File: src/rtl/counter_pkg.sv
// rtl/counter_pkg.sv - shared types and constants for the counter scheduler
package counter_pkg;

  localparam int DEFAULT_WIDTH = 4;

  typedef enum logic [1:0] {
    OP_LOAD = 2'd0,
    OP_UP   = 2'd1,
    OP_DOWN = 2'd2,
    OP_NOP  = 2'd3
  } op_e;

  typedef enum logic [1:0] {
    ST_IDLE = 2'd0,
    ST_LOAD = 2'd1,
    ST_RUN  = 2'd2,
    ST_DONE = 2'd3
  } state_e;

endpackage

File: src/rtl/rr_arbiter.sv
// rtl/rr_arbiter.sv - round-robin arbiter; search starts one past the last advanced winner
module rr_arbiter #(
  parameter int NREQ = 4
) (
  input  logic                     clk,
  input  logic                     reset_n,
  input  logic [NREQ-1:0]          req,
  input  logic                     advance,
  output logic [NREQ-1:0]          grant,
  output logic [$clog2(NREQ)-1:0]  grant_idx
);

  localparam int IW = $clog2(NREQ);

  logic [IW-1:0] ptr_q;
  logic [IW-1:0] ptr_d;
  logic          found;
  logic [IW-1:0] cand;
  int            idx;

  always_comb begin
    grant     = '0;
    grant_idx = '0;
    found     = 1'b0;
    cand      = '0;
    idx       = 0;
    for (int i = 0; i < NREQ; i++) begin
      idx = int'(ptr_q) + i;
      if (idx >= NREQ) begin
        idx = idx - NREQ;
      end
      cand = IW'(idx);
      if (!found && req[cand]) begin
        grant[cand] = 1'b1;
        grant_idx   = cand;
        found       = 1'b1;
      end
    end
  end

  // Pointer moves only when the winner is actually taken by the owner FSM.
  always_comb begin
    ptr_d = ptr_q;
    if (advance) begin
      ptr_d = (grant_idx == IW'(NREQ - 1)) ? '0 : grant_idx + IW'(1);
    end
  end

  always_ff @(posedge clk or negedge reset_n) begin
    if (!reset_n) begin
      ptr_q <= '0;
    end else begin
      ptr_q <= ptr_d;
    end
  end

endmodule

File: src/rtl/counter_scheduler.sv
// rtl/counter_scheduler.sv - arbitrates requester commands onto one shared up/down counter
module counter_scheduler
  import counter_pkg::*;
#(
  parameter int NREQ  = 4,
  parameter int WIDTH = DEFAULT_WIDTH
) (
  input  logic                        clk,
  input  logic                        reset_n,
  input  logic [NREQ-1:0]             req_valid,
  output logic [NREQ-1:0]             req_ready,
  input  logic [NREQ-1:0][1:0]        req_op,
  input  logic [NREQ-1:0][WIDTH-1:0]  req_arg,
  output logic [NREQ-1:0]             done,
  output logic [WIDTH-1:0]            result,
  output logic [WIDTH-1:0]            cnt_data_in,
  output logic                        cnt_load_en,
  output logic                        cnt_count_en,
  output logic                        cnt_up_down,
  input  logic [WIDTH-1:0]            cnt_q,
  output logic                        busy,
  output logic [$clog2(NREQ)-1:0]     grant_id
);

  localparam int IW = $clog2(NREQ);

  state_e           state_q, state_d;
  logic [IW-1:0]    owner_q, owner_d;
  op_e              op_q, op_d;
  logic [WIDTH-1:0] arg_q, arg_d;
  logic [WIDTH-1:0] steps_q, steps_d;

  logic [NREQ-1:0]  arb_req;
  logic [NREQ-1:0]  arb_grant;
  logic [IW-1:0]    arb_idx;
  logic             advance;
  op_e              new_op;
  logic [WIDTH-1:0] new_arg;

  // Requests are only visible to the arbiter while idle, so ready stays low when busy.
  assign arb_req   = (state_q == ST_IDLE) ? req_valid : '0;
  assign req_ready = arb_grant;

  rr_arbiter #(
    .NREQ (NREQ)
  ) u_rr_arbiter (
    .clk       (clk),
    .reset_n   (reset_n),
    .req       (arb_req),
    .advance   (advance),
    .grant     (arb_grant),
    .grant_idx (arb_idx)
  );

  always_comb begin
    state_d = state_q;
    owner_d = owner_q;
    op_d    = op_q;
    arg_d   = arg_q;
    steps_d = steps_q;
    advance = 1'b0;
    new_op  = op_e'(req_op[arb_idx]);
    new_arg = req_arg[arb_idx];
    unique case (state_q)
      ST_IDLE: begin
        if (|arb_grant) begin
          advance = 1'b1;
          owner_d = arb_idx;
          op_d    = new_op;
          arg_d   = new_arg;
          steps_d = new_arg;
          unique case (new_op)
            OP_LOAD:        state_d = ST_LOAD;
            OP_UP, OP_DOWN: state_d = (new_arg == '0) ? ST_DONE : ST_RUN;
            default:        state_d = ST_DONE;
          endcase
        end
      end
      ST_LOAD: state_d = ST_DONE;
      ST_RUN: begin
        steps_d = steps_q - WIDTH'(1);
        if (steps_q <= WIDTH'(1)) begin
          state_d = ST_DONE;
        end
      end
      ST_DONE: state_d = ST_IDLE;
      default: state_d = ST_IDLE;
    endcase
  end

  // Counter controls decode straight from state so reset removes them without a clock.
  always_comb begin
    cnt_load_en  = (state_q == ST_LOAD);
    cnt_count_en = (state_q == ST_RUN);
    cnt_up_down  = (state_q == ST_RUN) && (op_q == OP_UP);
    cnt_data_in  = (state_q == ST_LOAD) ? arg_q : '0;
    busy         = (state_q != ST_IDLE);
    grant_id     = owner_q;
    done         = '0;
    result       = '0;
    if (state_q == ST_DONE) begin
      done[owner_q] = 1'b1;
      result        = cnt_q;
    end
  end

  always_ff @(posedge clk or negedge reset_n) begin
    if (!reset_n) begin
      state_q <= ST_IDLE;
      owner_q <= '0;
      op_q    <= OP_LOAD;
      arg_q   <= '0;
      steps_q <= '0;
    end else begin
      state_q <= state_d;
      owner_q <= owner_d;
      op_q    <= op_d;
      arg_q   <= arg_d;
      steps_q <= steps_d;
    end
  end

endmodule

File: config.mk
export PLATFORM = sky130hd
export DESIGN_NAME = counter_scheduler
export DESIGN_NICKNAME = d
export VERILOG_FILES = /design/src/rtl/counter_pkg.sv /design/src/rtl/rr_arbiter.sv /design/src/rtl/counter_scheduler.sv
export SDC_FILE = /design/constraint.sdc
export NUM_CORES = 1
export LEC_CHECK = 0
export ABC_AREA = 1
export CAP_MARGIN = 0
export CELL_PAD_IN_SITES_DETAIL_PLACEMENT = 0
export CELL_PAD_IN_SITES_GLOBAL_PLACEMENT = 1
export CORE_MARGIN = 2
export CORE_UTILIZATION = 29
export CTS_CLUSTER_DIAMETER = 30
export DETAILED_ROUTE_END_ITERATION = 16
export GPL_TIMING_DRIVEN = 1
export PLACE_DENSITY = 0.79
export SLEW_MARGIN = 0
export SYNTH_ARGS = -nofsm -noshare
export SYNTH_HDL_FRONTEND = slang
export SYNTH_HIERARCHICAL = 1
export SYNTH_SLANG_ARGS = --single-unit
File: constraint.sdc
create_clock -name clk -period 3.5 [get_ports clk]
set_clock_uncertainty 0.2 [all_clocks]
set_input_delay 0.525 -clock clk [delete_from_list [all_inputs] [get_ports clk]]
set_output_delay 0.525 -clock clk [all_outputs]
set_load 0.03 [all_outputs]
# After elaboration in Yosys (flattened, before gate mapping)
# Cells that the tools add are included.
[totals]
in_bits = 34
word_cells = 116
regBits = 16
output_inout_bits = 22
[op_classes]
n_mux = 51
n_reduce_logical = 22
addsub = 9
eq_ne = 9
n_lt_le_gt_ge = 16
bitwise = 3
[op_table]
columns = ["cell", "count"]
rows = [
  ["$mux W4", 10],
  ["$mux W2", 12],
  ["$lt A2 B3 Y1 const B", 6],
  ["$mux W1", 15],
  ["$or A4 B4 Y4", 3],
  ["$demux W1 S2", 5],
  ["$ge A2 B1 Y1 const B", 5],
  ["$ge A3 B3 Y1 const B", 3],
  ["$logic_and A1 B1 Y1", 9],
  ["$bmux W1 S2", 4],
  ["$bmux W4 S2", 1],
  ["$eq A2 B2 Y1 const B", 4],
  ["$pmux W2 S4", 1],
  ["$pmux W4 S2", 1],
  ["$sub A2 B1 Y2 const B", 4],
  ["$add A2 B2 Y3 const B", 2],
  ["$eq A2 B1 Y1 const B", 3],
  ["$reduce_and A2 Y1", 3],
  ["$bmux W2 S2", 1],
  ["$le A4 B1 Y1 const B", 1],
  ["$logic_not A2 Y1", 2],
  ["$logic_not A4 Y1", 1],
  ["$ne A2 B1 Y1 const B", 2],
  ["$pmux W2 S2", 1],
  ["8 further kinds", 11],
]

# Longest topological paths before layout
[logic_depth]
depth_word = 21
mapped_depth = 23
ltp_nobuf = 22

# By module
# The synthesis kept the hierarchy.
[modules_own_cells]
columns = ["module", "seq_area_each_um2", "n_inst", "area_each_um2", "cells_per_inst"]
rows = [
  ["counter_scheduler", 350.3, 1, 1102.3, 162],
  ["rr_arbiter", 50.0, 1, 634.4, 96],
]

# Least setup slack after synthesis
# Ideal clock, no wire load.
[synth_timing]
path_type = "register -> register"
startpoint = "reg with a tool-made name"
endpoint = "reg steps_q[2]"
setup_time_ps = 121
period_less_slack_ps = 3324
arrival_time_ps = 3003
t_required_ps = 3179
n_path_buf = 2
stages_incl_launch_ff = 16
path_slack_ps = 176
cell_sequence = "dfrtp_1 > buf_6 > inv_6 > buf_12 > ha_1 > inv_1 > nand3_2 > nand2_4 > nand4_2 > o21ai_0 > nor2_1 > nand2_1 > nand2_1 > o21ai_2 > o21ai_1 > a22o_1"
[synth_lines]
columns = ["element", "line", "rtl"]
rows = [
  ["end signal: assignment", "counter_scheduler.sv:119", "steps_q <= steps_d;"],
  ["end: declaration", "counter_scheduler.sv:31", "logic [WIDTH-1:0] steps_q, steps_d;"],
]

# Worst setup path in the final report
[layout_timing]
startpoint = "in req_valid[0]"
endpoint = "reg state_q[0]"
[layout_between]
elab_chain_len = 20
elab_cells_between_ends = 45
classes_between = "3 x eq/ne; 28 x mux; 3 x bitwise; 11 x reduce/logical"
[layout_rtl]
columns = ["element", "line", "rtl"]
rows = [
  ["start: declaration", "counter_scheduler.sv:10", "input logic [NREQ-1:0] req_valid,"],
  ["$mux W4 *", "counter_scheduler.sv:41", "assign arb_req = (state_q == ST_IDLE) ? req_valid : '0;"],
  ["via arb_req[0]", "counter_scheduler.sv:33", "logic [NREQ-1:0] arb_req;"],
  ["$bmux W1 S2", "rr_arbiter.sv:33", "if (!found && req[cand]) begin"],
  ["$mux W1 (not written as such)", "rr_arbiter.sv:33", ""],
  ["$mux W1", "rr_arbiter.sv:33", ""],
  ["$logic_not A1 Y1", "rr_arbiter.sv:33", ""],
  ["$logic_and A1 B1 Y1", "rr_arbiter.sv:33", ""],
  ["$mux W1", "rr_arbiter.sv:33", ""],
  ["(+6 left out)", "--", ""],
  ["via arb_idx[1]", "counter_scheduler.sv:35", "logic [IW-1:0] arb_idx;"],
  ["$bmux W2 S2 *", "counter_scheduler.sv:62", "new_op = op_e'(req_op[arb_idx]);"],
  ["$mux W2 (not written as such) *", "counter_scheduler.sv:62", ""],
  ["via new_op[0]", "counter_scheduler.sv:37", "op_e new_op;"],
  ["$eq A2 B1 Y1 / $eq A2 B2 Y1 (equally long branches)", "counter_scheduler.sv:72", "unique case (new_op)"],
  ["$reduce_or A2 Y1", "counter_scheduler.sv:72", ""],
  ["$pmux W2 S2 *", "counter_scheduler.sv:72", ""],
  ["$mux W2 *", "counter_scheduler.sv:66", "if (|arb_grant) begin"],
  ["$pmux W2 S4 *", "counter_scheduler.sv:64", "unique case (state_q)"],
  ["end signal: assignment", "counter_scheduler.sv:115", "state_q <= state_d;"],
  ["end: declaration", "counter_scheduler.sv:27", "state_e state_q, state_d;"],
]
# Mark *: on every way through the listed nets, which the timed path passes. The rest lies on a longest branch. The select of a mux whose other input is x is not followed.
# A chain may end at the register's enable or synchronous reset.

==> flow_metrics.env <==
export IMPL_outcome="complete, no violations"
export IMPL_route_detailed_drc=0
export IMPL_io_pins=56
export IMPL_cts_hold_buf=0
export IMPL_maxSlewViolCount=0
export IMPL_die_area_mm2=0.00662
export IMPL_vias=1837
export IMPL_post_dp_hpwl_um=3840
export IMPL_clkTransAtPathRegs_ns=0.06
export IMPL_synth_top_area_cell="dfrtp_1"
export IMPL_synth_seq_cells=16
export IMPL_cts_buffers=3
export IMPL_crit_chain="clkdlybuf4s50_1 > nand2_1 > inv_1 > inv_1 > nand2_1 > nand3_1 > nand2_4 > inv_2 > nand4_2 > nand3_2 > nand2_1 > inv_1 > inv_2 > a21oi_1 > a32oi_2 > inv_1 > ha_1 > or2_2 > o21bai_1 > nand2_1 > a21oi_2"
export IMPL_ys_warn_count=6
export IMPL_post_place_cells=403
export IMPL_drt_initial_drc_count=38
export IMPL_cp_arrival_ns=3.11
export IMPL_gp_congestion=0.833
export IMPL_max_cap_violations=0
export IMPL_yosysMostFrequentCell="nand2_1"
export IMPL_slew_limit_headroom_pct=50.7
export IMPL_fin_cells=406
export IMPL_hp_class="flop to flop"
export IMPL_port_buffers=55
export IMPL_yosys_area_share_simple_pct=37.8
export IMPL_cp_end_kind="flop"
export IMPL_synth_area_mux_share_pct=0
export IMPL_slowest_delay_ns=0.45
export IMPL_grt_pass1_wl_um=7560
export IMPL_critical_path_top_delay_family="simple AND/OR/NAND/NOR gates"
export IMPL_syn_area_mm2=0.00174
export IMPL_grt_ovfl_total=0
export IMPL_tightest_slew_ns=0.738
export IMPL_crit_buf_inv=7
export IMPL_setup_viol=0
export IMPL_synthFlopType="dfrtp_1"
export IMPL_final_hold_violation_count=0
export IMPL_worst_slack_ns=0.327
export IMPL_area_growth_pct=46.2
export IMPL_cts_buffer_depth=2
export IMPL_cpMaxStageDelayCell="clkdlybuf4s50_1"
export IMPL_synthAdderAreaFrac_pct=11.5
export IMPL_syn_inst=258
export IMPL_diodes=0
export IMPL_fin_nets=383
export IMPL_vias_per_cell=4.52
export IMPL_synthXorXnorAreaFrac_pct=0.504
export IMPL_rows=28
export IMPL_async_flop_share_pct=100
export IMPL_ys_seq_area_share_pct=23.1
export IMPL_synth_top_family_by_area="simple AND/OR/NAND/NOR gates"
export IMPL_cts_tree="built"
export IMPL_setup_tns_ns=0
export IMPL_grt_pass1_vias=1730
export IMPL_grt_start_max_net_pins=17
export IMPL_route_final_wire_length_um=4570
export IMPL_cp_max_fo=7
export IMPL_avgSynthCellArea_um2=6.73
export IMPL_synth_top_area_share_pct=23.1
export IMPL_synth_edf_count=0
export IMPL_post_route_period_util_pct=90.7
export IMPL_dieWidth_um=81.4
export IMPL_crit_type="input port to flop"
export IMPL_cts_root_buf="clkbuf_8"
export IMPL_worstSetupStartpointType="input port"
export IMPL_timing_fmax_mhz=315
export IMPL_yosys_top_cells_area="dfrtp_1, nand2_1, ha_1"
export IMPL_synth_top_cells_by_count="nand2_1, inv_1, nand3_1"
export IMPL_h_tree_depth=1
export IMPL_clk_latency_ns=0.25
export IMPL_synth_cell_types=39
export IMPL_die_h_um=81.4
export IMPL_drtAntennaViolNets=0
export IMPL_cts_resized=2
export IMPL_fin_util_pct=43.4
export IMPL_firstDrtPassIters=4
export IMPL_pre_cts_slack_ns=0.0266
export IMPL_finalCriticalPeriod_ns=3.17
export IMPL_syn_num_nets=308
export IMPL_grt_use_total_pct=14.5
export IMPL_wire_per_inst_um=11.3
export IMPL_synth_compound_area_share_pct=13.7
export IMPL_core_area_mm2=0.00585
export IMPL_postCtsSetupRepairBufs=0
export IMPL_initial_core_util_pct=29.7
export IMPL_clock_sinks=16
export IMPL_drive_above_1_share_pct=17.2
export IMPL_crit_required_ns=3.44
export IMPL_antenna_found_initial=0
export IMPL_grt_setup_unrepaired="no"
[sequential cells by signal, summed over array words and instances, names as in the netlist, named ones only]
name / flops
grant_id: 2
op_q: 2
u_rr_arbiter/ptr_q: 1
state_q: 2
arg_q: 4
steps_q: 4
[area by class of cell]
class | instances | area, um2
Sequential cell | 16 | 400
Timing Repair Buffer | 75 | 693
Fill cell | 623 | 3310
Multi-Input combinational cell | 191 | 1130
Clock buffer | 3 | 41.3
Inverter | 46 | 180
Tap cell | 75 | 93.8
[metrics by stage]
stage	area [um2]	hold WS, ns
after floorplan	1740	0.0294
after global placement	2470	0.265
after detailed placement	2470	0.275
after CTS	2510	0.291
after global routing	2540	0.315
final	2540	0.287
[path summary, 6_finish.rpt]
check                           cells after the start  slack [ns]          from    endpoint
worst max-delay path                               21        0.33  req_valid[0]  state_q[0]
worst min-delay path                                2        0.29      arg_q[1]    arg_q[1]
max in group asynchronous                           1        2.13       reset_n     op_q[0]
min in group asynchronous                           1        0.51       reset_n    arg_q[1]
worst min register to register                      2        0.29      arg_q[1]    arg_q[1]
worst max register to register                     22        0.33    state_q[0]  state_q[0]
[kinds of logic after synthesis]
kind of cell	count (synthesis)
flip-flops	16
buffers and inverters	51
AO/OA/AOI/OAI	39
AND/OR/NAND/NOR	135
adder cells (fa/ha/maj)	16
XOR/XNOR	1
[layer usage]
metal | GRT usage (%) | vias to the layer above | share of wire, %
met5 | 0 | - | 0
met1 | 18.6 | 819 | 46
li1 | - | 973 | -
met2 | 25.7 | 42 | 50
met4 | 4.07 | 0 | 0.55
met3 | 1.22 | 3 | 3.8
[worst reg2reg max path, stage by stage, from the launching register on]
cell,delay (ns)
dfrtp_1,0.41
inv_2,0.11
ha_4,0.18
nand2_1,0.06
inv_1,0.08
inv_1,0.04
nand2_1,0.08
nand3_1,0.13
nand2_4,0.16
inv_2,0.07
nand4_2,0.11
nand3_2,0.08
nand2_1,0.09
inv_1,0.06
inv_2,0.12
a21oi_1,0.07
a32oi_2,0.18
inv_1,0.09
ha_1,0.19
or2_2,0.28
o21bai_1,0.15
nand2_1,0.07
a21oi_2,0.05
[placed cells by master (no fill, tap or decap), types with 2 or more instances in the layout]
cell | netlist | final
a32oi_2 | 0 | 2
nand4_2 | 2 | 2
nand3_2 | 3 | 3
nand2_1 | 85 | 85
a31oi_1 | 2 | 2
nand3_1 | 22 | 22
nand2_4 | 3 | 3
clkbuf_8 | 0 | 3
inv_1 | 38 | 36
dlygate4sd2_1 | 0 | 2
or2_2 | 3 | 3
o21ai_0 | 15 | 15
nand2_2 | 2 | 2
o2111ai_1 | 2 | 2
o21ai_1 | 2 | 2
o22ai_1 | 2 | 2
nor3_1 | 6 | 6
clkdlybuf4s50_1 | 0 | 51
buf_4 | 1 | 22
nor2_1 | 4 | 4
inv_2 | 6 | 8
ha_1 | 16 | 15
dfrtp_1 | 16 | 16
a21oi_1 | 7 | 7
Power is not shown: default switching activity piles up to over one toggle a cycle in this logic, so the estimate is an artifact.
